## config.mk

```make
export PLATFORM = sky130hd
export DESIGN_NAME = lcd_write_arbiter
export DESIGN_NICKNAME = d
export VERILOG_FILES = /design/src/rtl/lcd_pkg.sv /design/src/rtl/lcd_us_timer.sv /design/src/rtl/lcd_write_arbiter.sv
export SDC_FILE = /design/constraint.sdc
export NUM_CORES = 1
export LEC_CHECK = 0
export ABC_AREA = 1
export CAP_MARGIN = 20
export CELL_PAD_IN_SITES_DETAIL_PLACEMENT = 1
export CELL_PAD_IN_SITES_GLOBAL_PLACEMENT = 1
export CORE_MARGIN = 5
export CORE_UTILIZATION = 40
export CTS_CLUSTER_SIZE = 24
export DETAILED_ROUTE_END_ITERATION = 7
export PLACE_DENSITY_LB_ADDON = 0.2
export SLEW_MARGIN = 0
export SYNTH_ARGS = -nofsm -noshare
export SYNTH_HDL_FRONTEND = slang
export SYNTH_HIERARCHICAL = 1
export SYNTH_SLANG_ARGS = --single-unit
```

## constraint.sdc

```tcl
create_clock -name CLK -period 2.3 [get_ports CLK]
set_input_delay 0.46 -clock CLK [delete_from_list [all_inputs] [get_ports CLK]]
set_output_delay 0.46 -clock CLK [all_outputs]
set_load 0.01 [all_outputs]
```

## src/rtl/lcd_pkg.sv

```systemverilog
// Shared definitions for the character-LCD bus blocks: state encoding,
// ctrl bit positions, command bytes and default timing.
package lcd_pkg;

    typedef enum logic [2:0] {
        INIT_PASS = 3'd0,
        IDLE      = 3'd1,
        SETUP     = 3'd2,
        PULSE     = 3'd3,
        HOLD      = 3'd4,
        WAIT      = 3'd5
    } lcdState_e;

    localparam int CTRL_RS = 0;
    localparam int CTRL_RW = 1;
    localparam int CTRL_E  = 2;

    localparam logic [7:0] CMD_CLEAR = 8'h01;
    localparam logic [7:0] CMD_HOME  = 8'h02;

    localparam int DEF_CLKS_PER_US  = 50;
    localparam int DEF_E_SETUP_CLKS = 3;
    localparam int DEF_E_PULSE_CLKS = 25;
    localparam int DEF_E_HOLD_CLKS  = 3;
    localparam int DEF_EXEC_US      = 40;
    localparam int DEF_LONG_EXEC_US = 1640;

    localparam int US_W = 11;

    // Clear and both Return Home encodings (bit 0 is don't-care) need the long wait.
    function automatic logic isLongCmd(input logic rsBit, input logic [7:0] cmd);
        return !rsBit && (cmd == CMD_CLEAR || cmd == CMD_HOME || cmd == (CMD_HOME | 8'h01));
    endfunction

endpackage

```

## src/rtl/lcd_us_timer.sv

```systemverilog
// Microsecond timer: prescaler producing a 1-cycle usTick plus a us counter
// that flags the final cycle of a loaded wait.
module lcd_us_timer
    import lcd_pkg::*;
#(
    parameter int CLKS_PER_US = DEF_CLKS_PER_US
) (
    input  logic            CLK,
    input  logic            RSTN,
    input  logic            start,
    input  logic [US_W-1:0] loadUs,
    output logic            usTick,
    output logic            expired
);

    localparam int PRE_W = (CLKS_PER_US > 1) ? $clog2(CLKS_PER_US) : 1;

    logic [PRE_W-1:0] preCnt;
    logic [US_W-1:0]  usCnt;
    logic [US_W-1:0]  target;

    assign usTick  = !start && (preCnt == PRE_W'(CLKS_PER_US - 1));
    // High on the last cycle of the wait, so the caller leaves on this edge.
    assign expired = usTick && (usCnt == target - US_W'(1));

    always_ff @(posedge CLK or negedge RSTN) begin
        if (!RSTN) begin
            preCnt <= '0;
            usCnt  <= '0;
            target <= '0;
        end else if (start) begin
            preCnt <= '0;
            usCnt  <= '0;
            target <= loadUs;
        end else if (usTick) begin
            preCnt <= '0;
            usCnt  <= usCnt + US_W'(1);
        end else begin
            preCnt <= preCnt + PRE_W'(1);
        end
    end

endmodule

```

## src/rtl/lcd_write_arbiter.sv

```systemverilog
// LCD bus owner: passes the init sequencer through until init completes, then
// round-robins two clients into timed E-strobed writes with execution waits.
module lcd_write_arbiter
    import lcd_pkg::*;
#(
    parameter int CLKS_PER_US  = DEF_CLKS_PER_US,
    parameter int E_SETUP_CLKS = DEF_E_SETUP_CLKS,
    parameter int E_PULSE_CLKS = DEF_E_PULSE_CLKS,
    parameter int E_HOLD_CLKS  = DEF_E_HOLD_CLKS,
    parameter int EXEC_US      = DEF_EXEC_US,
    parameter int LONG_EXEC_US = DEF_LONG_EXEC_US
) (
    input  logic       CLK,
    input  logic       RSTN,
    input  logic       init_done,
    input  logic [7:0] init_dOut,
    input  logic [2:0] init_ctrl,
    input  logic [1:0] req,
    input  logic [1:0] rs,
    input  logic [7:0] data0,
    input  logic [7:0] data1,
    output logic [1:0] gnt,
    output logic [7:0] dOut,
    output logic [2:0] ctrl,
    output logic       busy
);

    localparam int CYC_MAX = (E_PULSE_CLKS > CLKS_PER_US) ? E_PULSE_CLKS : CLKS_PER_US;
    localparam int CYC_W   = (CYC_MAX > 1) ? $clog2(CYC_MAX) : 1;

    lcdState_e        state;
    logic             doneSeen;
    logic             rrLast;
    logic [CYC_W-1:0] cycCnt;
    logic [7:0]       dReg;
    logic             rsReg;
    logic             eReg;
    logic             longWait;

    logic             winner;
    logic             timerStart;
    logic             usTick;
    logic             expired;
    logic [US_W-1:0]  waitUs;

    always_comb begin
        winner = 1'b0;
        if (req == 2'b10)
            winner = 1'b1;
        else if (req == 2'b11)
            winner = ~rrLast;
    end

    assign gnt        = (state == IDLE && req != 2'b00) ? (winner ? 2'b10 : 2'b01) : 2'b00;
    assign busy       = (state != IDLE);
    assign timerStart = (state == HOLD) && (cycCnt == CYC_W'(E_HOLD_CLKS - 1));
    assign waitUs     = longWait ? US_W'(LONG_EXEC_US) : US_W'(EXEC_US);

    // Once init has completed the bus belongs to the arbiter for good.
    always_comb begin
        dOut = init_dOut;
        ctrl = init_ctrl;
        if (doneSeen) begin
            dOut          = dReg;
            ctrl          = '0;
            ctrl[CTRL_RS] = rsReg;
            ctrl[CTRL_E]  = eReg;
        end
    end

    lcd_us_timer #(
        .CLKS_PER_US(CLKS_PER_US)
    ) usTimer (
        .CLK    (CLK),
        .RSTN   (RSTN),
        .start  (timerStart),
        .loadUs (waitUs),
        .usTick (usTick),
        .expired(expired)
    );

    always_ff @(posedge CLK or negedge RSTN) begin
        if (!RSTN) begin
            state    <= INIT_PASS;
            doneSeen <= 1'b0;
            rrLast   <= 1'b1;
            cycCnt   <= '0;
            dReg     <= '0;
            rsReg    <= 1'b0;
            eReg     <= 1'b0;
            longWait <= 1'b0;
        end else begin
            case (state)
                INIT_PASS: begin
                    if (init_done) begin
                        doneSeen <= 1'b1;
                        cycCnt   <= '0;
                        state    <= IDLE;
                    end
                end
                IDLE: begin
                    if (req != 2'b00) begin
                        dReg     <= winner ? data1 : data0;
                        rsReg    <= rs[winner];
                        longWait <= isLongCmd(rs[winner], winner ? data1 : data0);
                        rrLast   <= winner;
                        cycCnt   <= '0;
                        state    <= SETUP;
                    end
                end
                SETUP: begin
                    if (cycCnt == CYC_W'(E_SETUP_CLKS - 1)) begin
                        cycCnt <= '0;
                        eReg   <= 1'b1;
                        state  <= PULSE;
                    end else begin
                        cycCnt <= cycCnt + CYC_W'(1);
                    end
                end
                PULSE: begin
                    if (cycCnt == CYC_W'(E_PULSE_CLKS - 1)) begin
                        cycCnt <= '0;
                        eReg   <= 1'b0;
                        state  <= HOLD;
                    end else begin
                        cycCnt <= cycCnt + CYC_W'(1);
                    end
                end
                HOLD: begin
                    if (timerStart) begin
                        cycCnt <= '0;
                        state  <= WAIT;
                    end else begin
                        cycCnt <= cycCnt + CYC_W'(1);
                    end
                end
                WAIT: begin
                    if (expired) begin
                        cycCnt <= '0;
                        state  <= IDLE;
                    end
                end
                default: state <= INIT_PASS;
            endcase
        end
    end

endmodule
```

==> run summary <==
outcome: completed
EDFF count, synth: 0
synthesis warning total: 6
final instance count without filler cells: 652
r2r setup slk: 0.19 ns
Rel. slew slack: 55.7%
port bufs: 47
hold crit path type: in -> async
startpoint class of the critical path: flip-flop
Critical Path Source: usTimer/preCnt[1]
post-synthesis sequential area ratio: 37.7%
CTS tree: done
first-pass GRT wire length: 15.8 mm
clk slew on worst S/H paths: 0.10 ns
vias: 3,266
Nets: 587
RePlAce Congestion: 0.815
worst slack, placed: -0.0830 ns
share of cells above drive strength 1: 18.6%
Final min period: 2.11 ns
FF-to-FF End: cycCnt[5]
worst-path maximum fanout: 6
post-synth cell types: 40
final hold violations: 0
H-Tree Depth: 2
Area Overhead vs Synth: 28.7%
ys async rst share: 100%
critical path data required time: 2.48 ns
vias per cell: 5.01
max cap viols: 0
DRC violation total after the first TritonRoute iteration: 69
CTS Sinks: 50
Fmax: 0.474 GHz
core area: 8130 um2
vias in the first global route: 3,448
main flop type after synthesis: dfrtp_1
Lkg Pwr: 2.10 nW
Setup violations, final: 0
Post-Syn Area per Cell: 7.08 um2
setup ws final: 0.192 ns
gr usage total: 18.9%
DR pass1 iterations: 4
CTS max path bufs: 2
R2R Path Start: usTimer/preCnt[1]
Initial Util: 40.8%
Final Cycle Share: 91.6%
CTS Root Cell: clkbuf_8
largest net degree at the start of global routing: 31
die area: 10,200 um2
Worst EP arrival: 2.29 ns
GR Overflow Total: 0
worst vdd ir: 284 uV
Max Slew Vio Count: 0
Post-Syn Area: 3320 um2
Routed Antenna Nets: 0
initial antenna violation count: 0
Final Skew: 0.0106 ns
Die X: 101 um
WL per Instance: 14.0 um
placed cell count: 640
Die H: 101 um
flops & latches, synth: 50
total CTS buffers: 5
Filler cells: 1,043
DRC errors left: 0
Layout Utilization: 52.5%
count of hold-fix buffers inserted at cts: 0
post-detail-place hpwl: 7.26 mm
actual slew at the worst max-slew pin: 0.664 ns
Worst setup EP type: flip-flop
routed wire length: 9.10 mm
clk_lat worst skew: 0.30 ns
pwr dens: 411 nW/um2
cells after synthesis: 469
critical path class: reg -> reg
I/O pin total: 48
num rows: 33
Ant. Diodes: 0
RSZ-0062 raised after global routing: false
Reg2Reg Depth: 17
stage by stage:
step / cell area [um2] / setup TNS [ns] / hold slack, ns / power, mW
3_5_place_dp: 4050 / -0.130 / 0.475 / 1.19
6_report: 4270 / 0 / 0.174 / 1.75
2_1_floorplan: 3340 / 0 / 0.164 / 1.05
4_1_cts: 4160 / 0 / 0.195 / 1.79
3_3_place_gp: 4050 / -0.0515 / 0.466 / 1.18
5_1_grt: 4270 / 0 / 0.229 / 1.85
registers in the layout, indices dropped and copies added (netlist names), 3 cells and up:
| signal | count |
|---|---|
| state | 3 |
| usTimer/preCnt | 6 |
| usTimer/usCnt | 11 |
| dReg | 8 |
| cycCnt | 6 |
| usTimer/target | 11 |
kinds of logic (layout without fill, tap and decap cells):
| kind of cell | after synthesis | count (layout) | share of synthesized area (%) |
|---|---|---|---|
| adders and majority gates | 7 | 7 | 2.64 |
| buffers and inverters | 65 | 137 | 8.10 |
| DFF | 50 | 50 | 37.7 |
| other | 2 | 8 | 0.226 |
| AOI/OAI and AO/OA | 43 | 43 | 7.69 |
| xor gates and xnor gates | 9 | 9 | 2.37 |
| and+or+nand+nor | 293 | 293 | 41.3 |
power by group:
group	internal [mW]	total [mW]	switching, mW	leakage, nW
logic	0.128	0.250	0.122	1.41
registers	0.902	0.920	0.0182	0.633
clock network	0.277	0.585	0.308	0.0544
total	1.31	1.75	0.448	2.10
cell usage in the layout, fill, tap and decap left out, types with 3 or more instances in the layout:
master | Yosys | routed
a21oi_1 | 7 | 7
a31oi_1 | 3 | 3
buf_4 | 1 | 25
clkbuf_8 | 0 | 7
clkdlybuf4s50_1 | 0 | 44
conb_1 | 2 | 8
dfrtp_1 | 49 | 49
ha_1 | 7 | 6
inv_1 | 43 | 38
inv_2 | 10 | 14
nand2_1 | 161 | 157
nand2_2 | 9 | 12
nand2_4 | 5 | 6
nand3_1 | 37 | 33
nand3_2 | 2 | 4
nand3_4 | 1 | 3
nand3b_1 | 7 | 7
nand4_1 | 7 | 7
nand4_2 | 3 | 3
nor2_1 | 42 | 41
nor2_2 | 5 | 5
nor2_4 | 5 | 6
nor3_1 | 5 | 5
o21ai_0 | 18 | 17
o21ai_1 | 4 | 4
o21ai_2 | 6 | 7
xor2_1 | 7 | 7
Yosys cell counts (3+ instances only):
master / count / area, um2
a21oi_1: 7 / 35.0
a31oi_1: 3 / 18.8
clkbuf_1: 5 / 18.8
dfrtp_1: 49 / 1230
ha_1: 7 / 87.6
inv_1: 43 / 161
inv_2: 10 / 37.5
nand2_1: 161 / 604
nand2_2: 9 / 56.3
nand2_4: 5 / 56.3
nand3_1: 37 / 185
nand3b_1: 7 / 52.6
nand4_1: 7 / 43.8
nand4_2: 3 / 37.5
nor2_1: 42 / 158
nor2_2: 5 / 31.3
nor2_4: 5 / 56.3
nor3_1: 5 / 25.0
o21ai_0: 18 / 90.1
o21ai_1: 4 / 20.0
o21ai_2: 6 / 52.6
xor2_1: 7 / 61.3
worst max-delay path by stage:
stage,end,slack [ns]
floorplan,state[0],0.33
global placement,gnt[0],-0.05
detailed placement,gnt[0],-0.08
CTS,state[0],0.05
global route,cycCnt[5],0.008
finish,cycCnt[5],0.19
layout make-up:
cell class	instances	area, um2	area share, %
clock buffer	7	96.3	2.25
tap	105	131	3.07
inverter	56	219	5.12
multi-input combinational	360	1900	44.4
timing repair buffer	73	671	15.7
clock inverter	1	8.76	0.205
sequential	50	1250	29.3
critical path, stage by stage (launching register included):
cell	delay, ns
dfrtp_1	0.42
inv_1	0.06
ha_1	0.15
inv_2	0.05
nor2_4	0.09
nand2_4	0.08
inv_4	0.08
nand2_4	0.06
nor2_2	0.10
nand2_1	0.06
nor2_2	0.12
nand3_2	0.10
nor2_4	0.14
nand2_2	0.08
nand3_4	0.11
nand3_4	0.12
nand2_2	0.10
nand3_2	0.06
per-layer routing:
metal	global-route usage, %	share of wire (%)	up-vias
met3	3.53	3.7	9
met1	22.7	44	1564
met2	34.8	52	59
li1	-	-	1634
met4	4.09	0.97	0
met5	0	0	-
repair_timing:
item,CTS,global route
gates resized for setup,3,21
endpoints found under the setup margin,3,14
endpoints found under the hold margin,0,0
buffers inserted,0,4
pin swaps,0,10
(Power assumes the default switching activity.)
